[src/rtl/invader_formation.sv]
// rtl/invader_formation.sv - ROWS x COLS invader formation: step-timed march, wall descent, per-row bullet hits, landed/cleared end states
module invader_formation #(
    parameter int COLS            = 20,
    parameter int ROWS            = 3,
    parameter int INIT_WIDTH      = 9,
    parameter int LAND_LINE       = 13,
    parameter int STEP_CYCLES     = 3600000,
    parameter int SPEEDUP_CYCLES  = 20000,
    parameter int MIN_STEP_CYCLES = 360000,
    localparam int XW = $clog2(COLS),
    localparam int RW = (ROWS > 1) ? $clog2(ROWS) : 1
) (
    input  logic                 i_clk_36MHz,
    input  logic                 i_reset,
    input  logic                 i_start,
    input  logic                 i_bullet_valid,
    input  logic [XW-1:0]        i_bullet_x,
    input  logic [3:0]           i_bullet_y,
    output logic                 o_hit,
    output logic [XW-1:0]        o_hit_x,
    output logic [RW-1:0]        o_hit_row,
    output logic [ROWS*COLS-1:0] o_invaders_array,
    output logic [3:0]           o_invaders_line,
    output logic                 o_step,
    output logic                 o_landed,
    output logic                 o_cleared
);

    localparam int KW = $clog2(ROWS*COLS + 1);
    localparam int CW = $clog2(STEP_CYCLES + 1);
    localparam logic [COLS-1:0] INIT_ROW = COLS'((64'd1 << INIT_WIDTH) - 64'd1);

    typedef enum logic [1:0] {S_IDLE, S_MARCH, S_LANDED, S_CLEARED} state_t;

    state_t                state, state_n;
    logic [ROWS*COLS-1:0]  rows, rows_n;
    logic [3:0]            line, line_n;
    logic                  dir_right, dir_right_n;
    logic [CW-1:0]         cnt, cnt_n;
    logic [KW-1:0]         killed, killed_n;
    logic                  hit, hit_n;
    logic [XW-1:0]         hit_x, hit_x_n;
    logic [RW-1:0]         hit_row, hit_row_n;
    logic                  step, step_n;

    logic [31:0]           reduction, period;
    logic                  step_due;
    logic                  hit_any;
    logic [XW-1:0]         hit_col_sel;
    logic [RW-1:0]         hit_row_sel;
    logic [ROWS*COLS-1:0]  kill_mask, rows_hit, rows_shl, rows_shr;
    logic                  at_left, at_right;
    logic [RW-1:0]         top_row;
    logic [5:0]            land_sum;

    // Period shrinks with kills; saturates at the floor instead of underflowing.
    always_comb begin
        reduction = 32'(killed) * 32'(SPEEDUP_CYCLES);
        if (reduction + 32'(MIN_STEP_CYCLES) >= 32'(STEP_CYCLES))
            period = 32'(MIN_STEP_CYCLES);
        else
            period = 32'(STEP_CYCLES) - reduction;
        step_due = (32'(cnt) + 32'd1 >= period);
    end

    always_comb begin
        hit_any     = 1'b0;
        hit_col_sel = '0;
        hit_row_sel = '0;
        kill_mask   = '0;
        at_left     = 1'b0;
        at_right    = 1'b0;
        top_row     = '0;
        rows_shl    = '0;
        rows_shr    = '0;
        for (int r = 0; r < ROWS; r++) begin
            for (int c = 0; c < COLS; c++) begin
                if (i_bullet_valid && ({1'b0, i_bullet_y} == 5'(line) + 5'(r + 1)) &&
                    (i_bullet_x == XW'(c)) && rows[r*COLS + c]) begin
                    hit_any             = 1'b1;
                    hit_col_sel         = XW'(c);
                    hit_row_sel         = RW'(r);
                    kill_mask[r*COLS+c] = 1'b1;
                end
            end
            at_left  = at_left  | rows[r*COLS + COLS - 1];
            at_right = at_right | rows[r*COLS];
            if (|rows[r*COLS +: COLS])
                top_row = RW'(r);
            rows_shl[r*COLS +: COLS] = {rows[r*COLS +: COLS-1], 1'b0};
            rows_shr[r*COLS +: COLS] = {1'b0, rows[r*COLS+1 +: COLS-1]};
        end
        rows_hit = rows & ~kill_mask;
        land_sum = 6'(line) + 6'd1 + 6'(top_row);
    end

    always_comb begin
        state_n     = state;
        rows_n      = rows;
        line_n      = line;
        dir_right_n = dir_right;
        cnt_n       = cnt;
        killed_n    = killed;
        hit_n       = 1'b0;
        hit_x_n     = hit_x;
        hit_row_n   = hit_row;
        step_n      = 1'b0;
        case (state)
            S_IDLE: begin
                if (i_start) begin
                    state_n = S_MARCH;
                    cnt_n   = '0;
                end
            end
            S_MARCH: begin
                if (hit_any) begin
                    // A hit wins over a due step; the step retries next cycle.
                    rows_n    = rows_hit;
                    if (killed != {KW{1'b1}})
                        killed_n = killed + KW'(1);
                    hit_n     = 1'b1;
                    hit_x_n   = hit_col_sel;
                    hit_row_n = hit_row_sel;
                    if (!step_due)
                        cnt_n = cnt + CW'(1);
                    if (rows_hit == '0)
                        state_n = S_CLEARED;
                end else if (step_due) begin
                    cnt_n  = '0;
                    step_n = 1'b1;
                    if ((!dir_right && at_left) || (dir_right && at_right)) begin
                        line_n      = line + 4'd1;
                        dir_right_n = ~dir_right;
                        if (land_sum >= 6'(LAND_LINE))
                            state_n = S_LANDED;
                    end else begin
                        rows_n = dir_right ? rows_shr : rows_shl;
                    end
                end else begin
                    cnt_n = cnt + CW'(1);
                end
            end
            default: begin
            end
        endcase
    end

    always_ff @(posedge i_clk_36MHz) begin
        if (!i_reset) begin
            state     <= S_IDLE;
            rows      <= {ROWS{INIT_ROW}};
            line      <= 4'd1;
            dir_right <= 1'b0;
            cnt       <= '0;
            killed    <= '0;
            hit       <= 1'b0;
            hit_x     <= '0;
            hit_row   <= '0;
            step      <= 1'b0;
        end else begin
            state     <= state_n;
            rows      <= rows_n;
            line      <= line_n;
            dir_right <= dir_right_n;
            cnt       <= cnt_n;
            killed    <= killed_n;
            hit       <= hit_n;
            hit_x     <= hit_x_n;
            hit_row   <= hit_row_n;
            step      <= step_n;
        end
    end

    assign o_hit            = hit;
    assign o_hit_x          = hit_x;
    assign o_hit_row        = hit_row;
    assign o_invaders_array = rows;
    assign o_invaders_line  = line;
    assign o_step           = step;
    assign o_landed         = (state == S_LANDED);
    assign o_cleared        = (state == S_CLEARED);

endmodule

[config.mk]
export PLATFORM = sky130hd
export DESIGN_NAME = invader_formation
export DESIGN_NICKNAME = d
export VERILOG_FILES = /design/src/rtl/invader_formation.sv
export SDC_FILE = /design/constraint.sdc
export NUM_CORES = 1
export LEC_CHECK = 0
export ABC_CLOCK_PERIOD_IN_PS = 7770
export CAP_MARGIN = 15
export CORE_MARGIN = 5
export CORE_UTILIZATION = 30
export CTS_BUF_LIST = sky130_fd_sc_hd__clkbuf_16
export DETAILED_ROUTE_END_ITERATION = 7
export PLACE_DENSITY = 0.51
export SLEW_MARGIN = 10
export SYNTH_ARGS = -nofsm -noshare
export SYNTH_HDL_FRONTEND = slang
export SYNTH_SLANG_ARGS = --single-unit
[constraint.sdc]
create_clock -name i_clk_36MHz -period 7.77 [get_ports i_clk_36MHz]
set_clock_uncertainty 0.1 [all_clocks]
set_input_delay 1.554 -clock i_clk_36MHz [delete_from_list [all_inputs] [get_ports i_clk_36MHz]]
set_output_delay 1.554 -clock i_clk_36MHz [all_outputs]
set_load 0.01 [all_outputs]
==> results by group, run 1 <==
Floorplanning
  • I/O Pins: 88
  • Die W: 184 um
  • Die Y: 184 um
  • Core Region: 29700 um2
  • Cell Rows: 63
  • Die Footprint: 33700 um2
  • Initial Utilization: 0.305

Power and ir drop
  • Power per Cell Area: 112 nW/um2
  • Tot Pwr: 1.19 mW
  • Comb power frac: 0.094
  • Internal: 0.885 mW
  • NetSw: 0.303 mW
  • Peak VDD IR: 0.114 mV
  • Switching part of the total: 0.255
  • LEAKAGE: 3.80 nW
  • Part of the power in registers: 0.457
  • Clk pwr share: 0.448

Routing
  • TritonRoute pass-1 iters: 5
  • Vias per cell: 6.00
  • Initial drt markers: 1047
  • Routed WL: 35.9 mm
  • ANT nets after route: 0
  • Routed len/inst: 23.0 um
  • Via count: 9362
  • DRC Markers: 0

Timing
  • Final Max Slew Viols: 0
  • RSZ-0062 raised after global routing: no
  • Slew at the pin with the worst max-slew slack: 1150 ps
  • Setup TNS: 0 ps
  • Hold Vio Cnt, Final: 0
  • Final Setup Violations: 0
  • Max Clk Rate: 151 MHz
  • Final worst path period need: 6630 ps
  • Rel. slew slack: 0.229
  • Crit share post-route: 0.853

Placed design
  • Placed cell count: 1546
  • Placed wire-length estimate: 25.8 mm
  • Port bufs: 87
  • Gpl congestion: 1.01

Finish
  • # nets final: 1240
  • Fraction of layout instances using a drive strength above 1: 0.0922
  • Ant. Diodes: 0
  • Fin cells: 1561
  • Layout area overhead: 16.7%

Global routing
  • Vias in the first global route: 8879
  • Global Route Usage Sum: 0.208
  • Largest net degree at the start of global routing: 69
  • M3 GR Usage: 0.0524
  • Grt met1 use: 0.300
  • First-pass GRT wire length: 55.1 mm
  • Initial antenna violation count: 0
  • GR Util met2: 0.299
  • GRT Max-Usage Layer: met1
  • Grt ovf: 0

Critical path
  • Worst path required time: 7980 ps
  • CP endpoint kind: flip-flop
  • CP max stage cell: fa_1
  • CP Data Arrival Time: 6840 ps
  • Worst Setup Path Type: flip-flop to flip-flop
  • Crit Path Max Fanout: 32
  • CP max stage delay: 500 ps
  • Startpoint Class: flip-flop

Synth
  • Top post-synthesis cells by area: dfxtp_1 23%, ha_1 7.2%, mux2i_1 4.2%
  • Synth top area share: 0.230
  • Count leader, synth: dfxtp_1
  • Commonest cells in the netlist: 104 x dfxtp_1, 91 x nand2_1, 72 x o21ai_0, 62 x nor2_1, 57 x a21oi_1
  • Ys flop type: dfxtp_1
  • Sequential area share after synthesis: 0.230
  • Syn avg cell area: 8.03 um2
  • Synth area leader: dfxtp_1
  • Synth Register Bits: 104
  • Ys Warns: 0
  • Syn Nets: 1200
  • Yosys cell types: 85
  • Cells after synthesis: 1127
  • Post-synth EDFFs: 0
  • Post-synthesis cell area: 9050 um2
  • Async set or reset register ratio after synthesis: 0

CTS
  • Root Driver: clkbuf_16
  • CTS buffer count: 9
  • Clock Sinks: 104
  • Post-CTS setup buffer count: 0
  • CTS tree: done
  • Clock latency on the worst-skew pair: 360 ps
  • Htree depth: 3
  • CTS resizes: 0
  • Worst-path clk slew: 70 ps
  • Hold_buf cts: 0
  • Deepest clock path buffer count: 2

Worst hold path
  • Hold Crit Class: flip-flop to flip-flop

Status
  • Status: complete, no violations

Run
  • Max Cap Viol: 0
==> sequential cells by signal, summed over array words and instances, names as in the netlist <==
register / cells
o_invaders_line: 4
killed: 6
cnt: 22
o_hit_x: 5
dir_right: 1
o_step: 1
o_hit: 1
o_hit_row: 2
o_invaders_array: 60
state: 2
==> power groups by stage <==
stage	Clock, mW	Combinational (mW)	Sequential [mW]
6_report	0.532	0.112	0.543
5_1_grt	0.566	0.120	0.544
4_1_cts	0.546	0.110	0.543
3_5_place_dp	0	0.110	0.555
3_3_place_gp	0	0.111	0.555
2_1_floorplan	0	0.0739	0.553
==> cell families after synthesis <==
family	Yosys count	share of synthesized area
AND/OR/NAND/NOR	364	0.212
AO/OA/AOI/OAI	350	0.263
buffers and inverters	120	0.0572
XOR/XNOR	51	0.0502
flip-flops	104	0.230
adder cells (fa/ha/maj)	60	0.0896
multiplexers	78	0.0980
==> final cells by class <==
| class | count | area (um2) |
|---|---|---|
| Clock buffer | 9 | 225 |
| Clock inverter | 6 | 110 |
| Sequential cell | 104 | 2080 |
| Multi-Input combinational cell | 903 | 6460 |
| Timing Repair Buffer | 114 | 1060 |
| Fill cell | 3120 | 19200 |
| Tap cell | 390 | 488 |
| Inverter | 35 | 131 |
==> worst paths after layout <==
check / from / to / cells past startpoint / slack, ps
worst min register to register: o_hit_x[3]$_SDFFE_PN0P_ / o_hit_x[3]$_SDFFE_PN0P_ / 2 / 400
worst max-delay path: killed[0]$_SDFFE_PN0P_ / o_invaders_array[39]$_SDFFE_PN0P_ / 26 / 1140
worst min-delay path: o_hit_x[3]$_SDFFE_PN0P_ / o_hit_x[3]$_SDFFE_PN0P_ / 2 / 400
worst max register to register: killed[0]$_SDFFE_PN0P_ / o_invaders_array[39]$_SDFFE_PN0P_ / 26 / 1140
==> through the flow <==
| step | util | hold WS, ps | cell area (um2) | setup WS, ps |
|---|---|---|---|---|
| 3_5_place_dp | 0.344 | 390 | 10200 | 1160 |
| 2_1_floorplan | - | 369 | 9050 | 1970 |
| 5_1_grt | 0.355 | 424 | 10600 | 569 |
| 6_report | 0.355 | 402 | 10600 | 1140 |
| 3_3_place_gp | 0.344 | 384 | 10200 | 1220 |
| 4_1_cts | 0.355 | 408 | 10600 | 1140 |
==> worst max-delay path: cells and delay by family (launching register included) <==
| kind | cells | cell delay, ps |
|---|---|---|
| simple gates | 2 | 740 |
| fa+ha+maj | 6 | 1900 |
| flops | 1 | 460 |
| buf+inv | 4 | 530 |
| xor+xnor | 2 | 290 |
| compound gates | 12 | 2570 |
==> layout by cell type (no fill, tap or decap), drive strengths merged, types with 9 or more instances in the layout <==
master / netlist / final
o21ai: 106 / 106
dfxtp: 104 / 104
nand2: 91 / 91
clkdlybuf4s50: 0 / 85
nor2: 65 / 65
a21oi: 58 / 58
ha: 52 / 52
nand3: 51 / 51
a21o: 41 / 41
mux2i: 38 / 38
xnor2: 37 / 37
inv: 35 / 36
mux2: 35 / 35
nand4: 34 / 34
buf: 35 / 29
o221ai: 22 / 22
nor4: 22 / 22
nor3: 17 / 17
a31oi: 16 / 16
xor2: 14 / 14
o31ai: 14 / 14
or3: 13 / 13
nor2b: 13 / 13
and2: 11 / 11
a211oi: 10 / 10
clkbuf: 50 / 9
==> routing by layer <==
metal,vias up,part of all wire
li1,4341,-
met2,457,0.41
met5,-,0
met3,86,0.092
met4,0,0.035
met1,4478,0.46
(Power assumes the default switching activity.)
==> inputs of run 2 (changes only) <==
- DONT_BUFFER_PORTS: not set -> 1
- PLACE_DENSITY: 0.51 -> 0.48
==> run 2 against run 1 <==
  * Core utilization down 3.0 points
  * Worst hold slack improved by 8.9 ps
  * Fmax is 4.5% lower
  * Via count shrank 4.2%
  * Combinational power fell by 25%
  * Critical path type unchanged
  * Setup slack got worse by 310 ps
  * Global-route usage up 0.18 points
  * Wire length grew 1.5%
==> results by group, run 2 (synthesis gave the netlist of run 1 again) <==
Status
  • Status: complete, no violations

Global routing
  • Initial antenna violation count: 0 (unchanged)
  • First-pass GRT wire length: 55.1 mm (+0.14%)
  • GRT Max-Usage Layer: met2
  • Vias in the first global route: 8622 (-2.9%)
  • Grt ovf: 0 (unchanged)
  • Largest net degree at the start of global routing: 69 (unchanged)
  • Global Route Usage Sum: 0.210 (+0.00177)
  • M3 GR Usage: 0.0619 (+0.00950)
  • Grt met1 use: 0.284 (-0.0158)
  • GR Util met2: 0.318 (+0.0190)

Floorplanning
  • Die W: 184 um (unchanged)
  • I/O Pins: 88 (unchanged)
  • Initial Utilization: 0.305 (unchanged)
  • Die Y: 184 um (unchanged)
  • Core Region: 29700 um2 (unchanged)
  • Cell Rows: 63 (unchanged)
  • Die Footprint: 33700 um2 (unchanged)

Timing
  • Final Setup Violations: 0 (unchanged)
  • Crit share post-route: 0.894 (+0.0405)
  • Slew at the pin with the worst max-slew slack: 1080 ps (-73.2 ps)
  • Hold slack: 411 ps (+8.91 ps)
  • Final worst path period need: 6940 ps (+315 ps)
  • Final Max Slew Viols: 0 (unchanged)
  • Setup ws final: 827 ps (-315 ps)
  • Max Clk Rate: 144 MHz (-4.5%)
  • Setup TNS: 0 ps (unchanged)
  • Hold Vio Cnt, Final: 0 (unchanged)
  • Rel. slew slack: 0.275 (+0.0467)
  • RSZ-0062 raised after global routing: no

CTS
  • Htree depth: 3 (unchanged)
  • Worst-path clk slew: 80 ps (about the same)
  • CTS tree: done
  • Hold_buf cts: 0 (unchanged)
  • Deepest clock path buffer count: 2 (unchanged)
  • CTS buffer count: 9 (unchanged)
  • Clock latency on the worst-skew pair: 370 ps (about the same)
  • Root Driver: clkbuf_16
  • Post-CTS setup buffer count: 0 (unchanged)
  • CTS resizes: 0 (unchanged)
  • Clock Sinks: 104 (unchanged)

Routing
  • ANT nets after route: 0 (unchanged)
  • Vias per cell: 6.08 (+1.4%)
  • Routed len/inst: 24.7 um (+7.4%)
  • TritonRoute pass-1 iters: 7 (+2)
  • Initial drt markers: 791 (-24%)
  • Via count: 8968 (-4.2%)
  • DRC Markers: 0 (unchanged)
  • Routed WL: 36.4 mm (+1.5%)

Placed design
  • Pre-CTS setup slack: 792 ps (-364 ps)
  • Placed cell count: 1458 (-5.7%)
  • Placed inst area: 9360 um2 (-8.5%)
  • Port bufs: 0 (-100%)
  • Placed wire-length estimate: 25.8 mm (about the same)
  • Gpl congestion: 0.988 (-1.8%)

Finish
  • Layout area overhead: 6.76%
  • Final Util: 0.325 (-0.0304)
  • Cell area after layout: 9660 um2 (-8.5%)
  • Max reg flops: 60 (unchanged)
  • Commonest non-fill, non-tap cells in the layout: 103 x dfxtp_1, 91 x nand2_1, 72 x o21ai_0
  • FILL cells: 3165 (+1.4%)
  • Fin cells: 1474 (-5.6%)
  • Fraction of layout instances using a drive strength above 1: 0.0978 (+0.00556)
  • Ant. Diodes: 0 (unchanged)
  • # nets final: 1152 (-7.1%)
  • Commonest non-fill, non-tap cell in the layout: dfxtp_1

Critical path
  • Most numerous cell on the critical path: ha_1
  • CP max stage delay: 710 ps (+210 ps)
  • CP endpoint kind: flip-flop
  • Critical Path Sink: o_invaders_array[6]$_SDFFE_PN1P_
  • Worst R2R Path Depth: 23 (-12%)
  • CP Cell Sequence: inv_1 > ha_1 > ha_1 > inv_1 > fa_1 > inv_1 > ha_1 > fa_1 > a21o_1 > a21o_1 > xor2_1 > o2111ai_1 > a211oi_1 > mux2i_1 > o221a_1 > ha_1 > nand2_1 > a21oi_1 > o21a_1 > o211a_1 > nand2_1 > o221ai_1 > a21o_1
  • Crit Path Max Fanout: 21 (-34%)
  • CP max stage cell: nand2_1
  • Worst r2r src: killed[0]$_SDFFE_PN0P_
  • CP Data Arrival Time: 7160 ps (+320 ps)
  • Worst r2r dst: o_invaders_array[6]$_SDFFE_PN1P_
  • Worst Setup Path Type: flip-flop to flip-flop
  • Worst R2R Setup Slack: 830 ps (-310 ps)
  • Worst path required time: 7990 ps (about the same)
  • Startpoint Class: flip-flop
  • Critical Path Start: killed[0]$_SDFFE_PN0P_

Worst hold path
  • Hold path cells: 1 (-1)
  • Hold Crit Class: flip-flop to flip-flop

Power and ir drop
  • Power per Cell Area: 116 nW/um2 (+3.5%)
  • LEAKAGE: 3.45 nW (-9.2%)
  • Tot Pwr: 1.12 mW (-5.4%)
  • Peak VDD IR: 0.105 mV (-8.0%)

Run
  • Max Cap Viol: 0 (unchanged)
==> run 2: layout make-up <==
type,instances,area [um2],share of cell area
Sequential cell,104,2080,0.216
Timing Repair Buffer,26,191,0.0198
Multi-Input combinational cell,903,6460,0.669
Clock buffer,9,225,0.0233
Clock inverter,7,77.6,0.00803
Tap cell,390,488,0.0505
Inverter,35,131,0.0136
==> run 2: critical path: cells and delay by family (launching register included) <==
family                   cells  cell delay, ps
AO/OA/AOI/OAI               10            2990
buffers and inverters        3             260
XOR/XNOR                     1             230
adder cells (fa/ha/maj)      6            1900
multiplexers                 1             170
flip-flops                   1             470
AND/OR/NAND/NOR              2             760
==> run 2: worst min path at each step <==
| stage | startpoint | endpoint | slack (ps) |
|---|---|---|---|
| 4_1_cts | cnt[10]$_SDFFE_PN0P_ | cnt[10]$_SDFFE_PN0P_ | 410 |
| 3_3_place_gp | cnt[10]$_SDFFE_PN0P_ | cnt[10]$_SDFFE_PN0P_ | 380 |
| 2_1_floorplan | cnt[10]$_SDFFE_PN0P_ | cnt[10]$_SDFFE_PN0P_ | 370 |
| 3_5_place_dp | cnt[10]$_SDFFE_PN0P_ | cnt[10]$_SDFFE_PN0P_ | 390 |
| 5_1_grt | cnt[10]$_SDFFE_PN0P_ | cnt[10]$_SDFFE_PN0P_ | 450 |
| 6_report | cnt[10]$_SDFFE_PN0P_ | cnt[10]$_SDFFE_PN0P_ | 410 |
==> run 2: power by group <==
part | internal (mW) | total [mW] | switching [mW]
clock | 0.254 | 0.496 | 0.242
combinational | 0.0279 | 0.0839 | 0.0560
sequential | 0.536 | 0.544 | 0.00845
total | 0.817 | 1.12 | 0.307
==> run 2: routing by layer <==
layer,up-vias,share of wire
met5,-,0
met4,0,0.035
met3,76,0.095
met2,383,0.43
met1,4361,0.44
li1,4148,-
==> inputs of run 3 (changes only) <==
- RECOVER_POWER: not set -> 100
==> run 3 against run 2 <==
  * The flow now finishes with violations (capacitance limit, slew limit)
  * Final area fell by 0.74%
  * Combinational power fell by 2%
  * Critical path type is now input pin to flip-flop
  * Power rose by 0.10%
  * Non-clock buffer count did not move
  * Via count rose by 1.2%
  * Cell count did not move
  * Global-route usage did not move
  * Core utilization fell by 0.24 points
  * Largest cell class unchanged
  * Fmax fell by 3.1%
  * Highest routed layer unchanged
  * Critical endpoint is now o_invaders_array[55]$_SDFFE_PN0P_
==> results by group, run 3 (synthesis gave the netlist of run 1 again) <==
Status
  • Status: complete, but fails checks
  • Failing checks: capacitance limit, slew limit

Critical path
  • Critical Path Start: i_bullet_y[3]
  • Worst path required time: 7970 ps (-20 ps)
  • Crit. path cell count: 9 (-61%)
  • CP Data Arrival Time: 7360 ps (+200 ps)
  • CP Cell Sequence: xor2_2 > xnor2_1 > or3_1 > a31oi_1 > and4b_1 > clkbuf_1 > and2_0 > nand2_1 > a21oi_1
  • Worst r2r dst: o_invaders_array[36]$_SDFFE_PN0P_
  • Worst r2r src: killed[0]$_SDFFE_PN0P_
  • Critical path buffers and inverters: 1 (-2)
  • Startpoint Class: input pin
  • Worst R2R Setup Slack: 710 ps (-120 ps)
  • Worst R2R Path Depth: 26 (+13%)
  • Critical Path Sink: o_invaders_array[55]$_SDFFE_PN0P_
  • Crit Path Max Fanout: 64 (+200%)
  • Largest delay contributor family on the critical path: simple AND/OR/NAND/NOR gates
  • Worst Setup Path Type: input pin to flip-flop
  • CP endpoint kind: flip-flop
  • CP max stage delay: 2110 ps (+1400 ps)
  • CP max stage cell: and4b_1

Floorplanning
  • Die Footprint: 33700 um2 (unchanged)
  • Die W: 184 um (unchanged)
  • Core Region: 29700 um2 (unchanged)
  • I/O Pins: 88 (unchanged)
  • Cell Rows: 63 (unchanged)
  • Initial Utilization: 0.305 (unchanged)
  • Die Y: 184 um (unchanged)

Timing
  • Slew at the pin with the worst max-slew slack: 2650 ps (+1570 ps)
  • RSZ-0062 raised after global routing: no
  • Crit share post-route: 0.922 (+0.0284)
  • Final worst path period need: 7160 ps (+220 ps)
  • Final Setup Violations: 0 (unchanged)
  • Rel. slew slack: -0.764 (-1.04)
  • Final Max Slew Viols: 65 (+65)
  • Setup TNS: 0 ps (unchanged)
  • Hold Vio Cnt, Final: 0 (unchanged)
  • Max Clk Rate: 140 MHz (-3.1%)

Finish
  • Commonest non-fill, non-tap cell in the layout: dfxtp_1
  • Layout area overhead: 5.97%
  • Max reg flops: 60 (unchanged)
  • Fraction of layout instances using a drive strength above 1: 0.0839 (-0.0138)
  • Final Util: 0.323 (-0.00240)
  • Fin cells: 1474 (unchanged)
  • # nets final: 1152 (unchanged)
  • Commonest non-fill, non-tap cells in the layout: 103 x dfxtp_1, 91 x nand2_1, 85 x o21ai_0
  • Cell area after layout: 9590 um2 (-0.74%)
  • Ant. Diodes: 0 (unchanged)

Power and ir drop
  • Power per Cell Area: 117 nW/um2 (+0.85%)
  • Tot Pwr: 1.13 mW (+0.10%)
  • LEAKAGE: 3.40 nW (-1.4%)
  • Peak VDD IR: 0.106 mV (+1.1%)

Routing
  • Vias per cell: 6.16 (+1.2%)
  • Initial drt markers: 812 (+2.7%)
  • Via count: 9074 (+1.2%)
  • DRC Markers: 0 (unchanged)
  • ANT nets after route: 0 (unchanged)
  • Routed len/inst: 24.6 um (-0.10%)
  • TritonRoute pass-1 iters: 8 (+1)
  • Routed WL: 36.3 mm (-0.10%)

CTS
  • Deepest clock path buffer count: 2 (unchanged)
  • CTS tree: done
  • Root Driver: clkbuf_16
  • Hold_buf cts: 0 (unchanged)
  • CTS resizes: 0 (unchanged)
  • CTS buffer count: 9 (unchanged)
  • Clock latency on the worst-skew pair: 370 ps (about the same)
  • Worst-path clk slew: 80 ps (about the same)
  • Clock Sinks: 104 (unchanged)
  • Post-CTS setup buffer count: 0 (unchanged)
  • Htree depth: 3 (unchanged)

Worst hold path
  • Hold Crit Class: flip-flop to flip-flop

Global routing
  • Grt ovf: 0 (unchanged)
  • First-pass GRT wire length: 55.1 mm (unchanged)
  • Largest net degree at the start of global routing: 69 (unchanged)
  • Initial antenna violation count: 0 (unchanged)
  • Vias in the first global route: 8622 (unchanged)
  • Global Route Usage Sum: 0.210 (unchanged)

Placed design
  • Port bufs: 0 (unchanged)
  • Placed wire-length estimate: 25.8 mm (unchanged)
  • Placed inst area: 9360 um2 (unchanged)
  • Placed cell count: 1458 (unchanged)
  • Gpl congestion: 0.988 (unchanged)

Run
  • Max Cap Viol: 1 (+1)
run 3: cell count changes in the layout (fill, tap and decap cells not counted), sizes merged:
cell	change
clkbuf	+12
buf	-12
run 3: worst min-delay path by stage:
stage | slack, ps | start | depth (start not counted) | to
after floorplan | 370 | cnt[10]$_SDFFE_PN0P_ | 1 | cnt[10]$_SDFFE_PN0P_
after global placement | 380 | cnt[10]$_SDFFE_PN0P_ | 1 | cnt[10]$_SDFFE_PN0P_
after detailed placement | 390 | cnt[10]$_SDFFE_PN0P_ | 1 | cnt[10]$_SDFFE_PN0P_
after CTS | 410 | cnt[10]$_SDFFE_PN0P_ | 1 | cnt[10]$_SDFFE_PN0P_
after global routing | 450 | cnt[10]$_SDFFE_PN0P_ | 1 | cnt[10]$_SDFFE_PN0P_
final | 410 | cnt[10]$_SDFFE_PN0P_ | 1 | cnt[10]$_SDFFE_PN0P_
run 3: layout make-up:
| class | count | area (um2) |
|---|---|---|
| timing repair buffer | 26 | 148 |
| multi-input combinational | 903 | 6440 |
| clock buffer | 9 | 225 |
| inverter | 35 | 131 |
| sequential | 104 | 2080 |
| tap | 390 | 488 |
| fill | 3182 | 20100 |
| clock inverter | 7 | 77.6 |
run 3: per-stage QoR:
stage	setup slack (ps)	hold slack (ps)
finish	606	411
global route	196	451
CTS	769	407
detailed placement	792	389
global placement	989	380
floorplan	1970	369
run 3: where the power goes:
part	total, mW	internal (mW)	switching [mW]
Clock	0.499	0.254	0.245
Combinational	0.0824	0.0272	0.0552
Sequential	0.544	0.536	0.00844
run 3: layer usage:
layer,vias up,global-route usage,routed length [um]
met2,461,0.318,15600
met3,80,0.0619,3750
met4,0,0.0730,1230
met5,-,0,0
li1,4159,-,-
met1,4374,0.284,15700
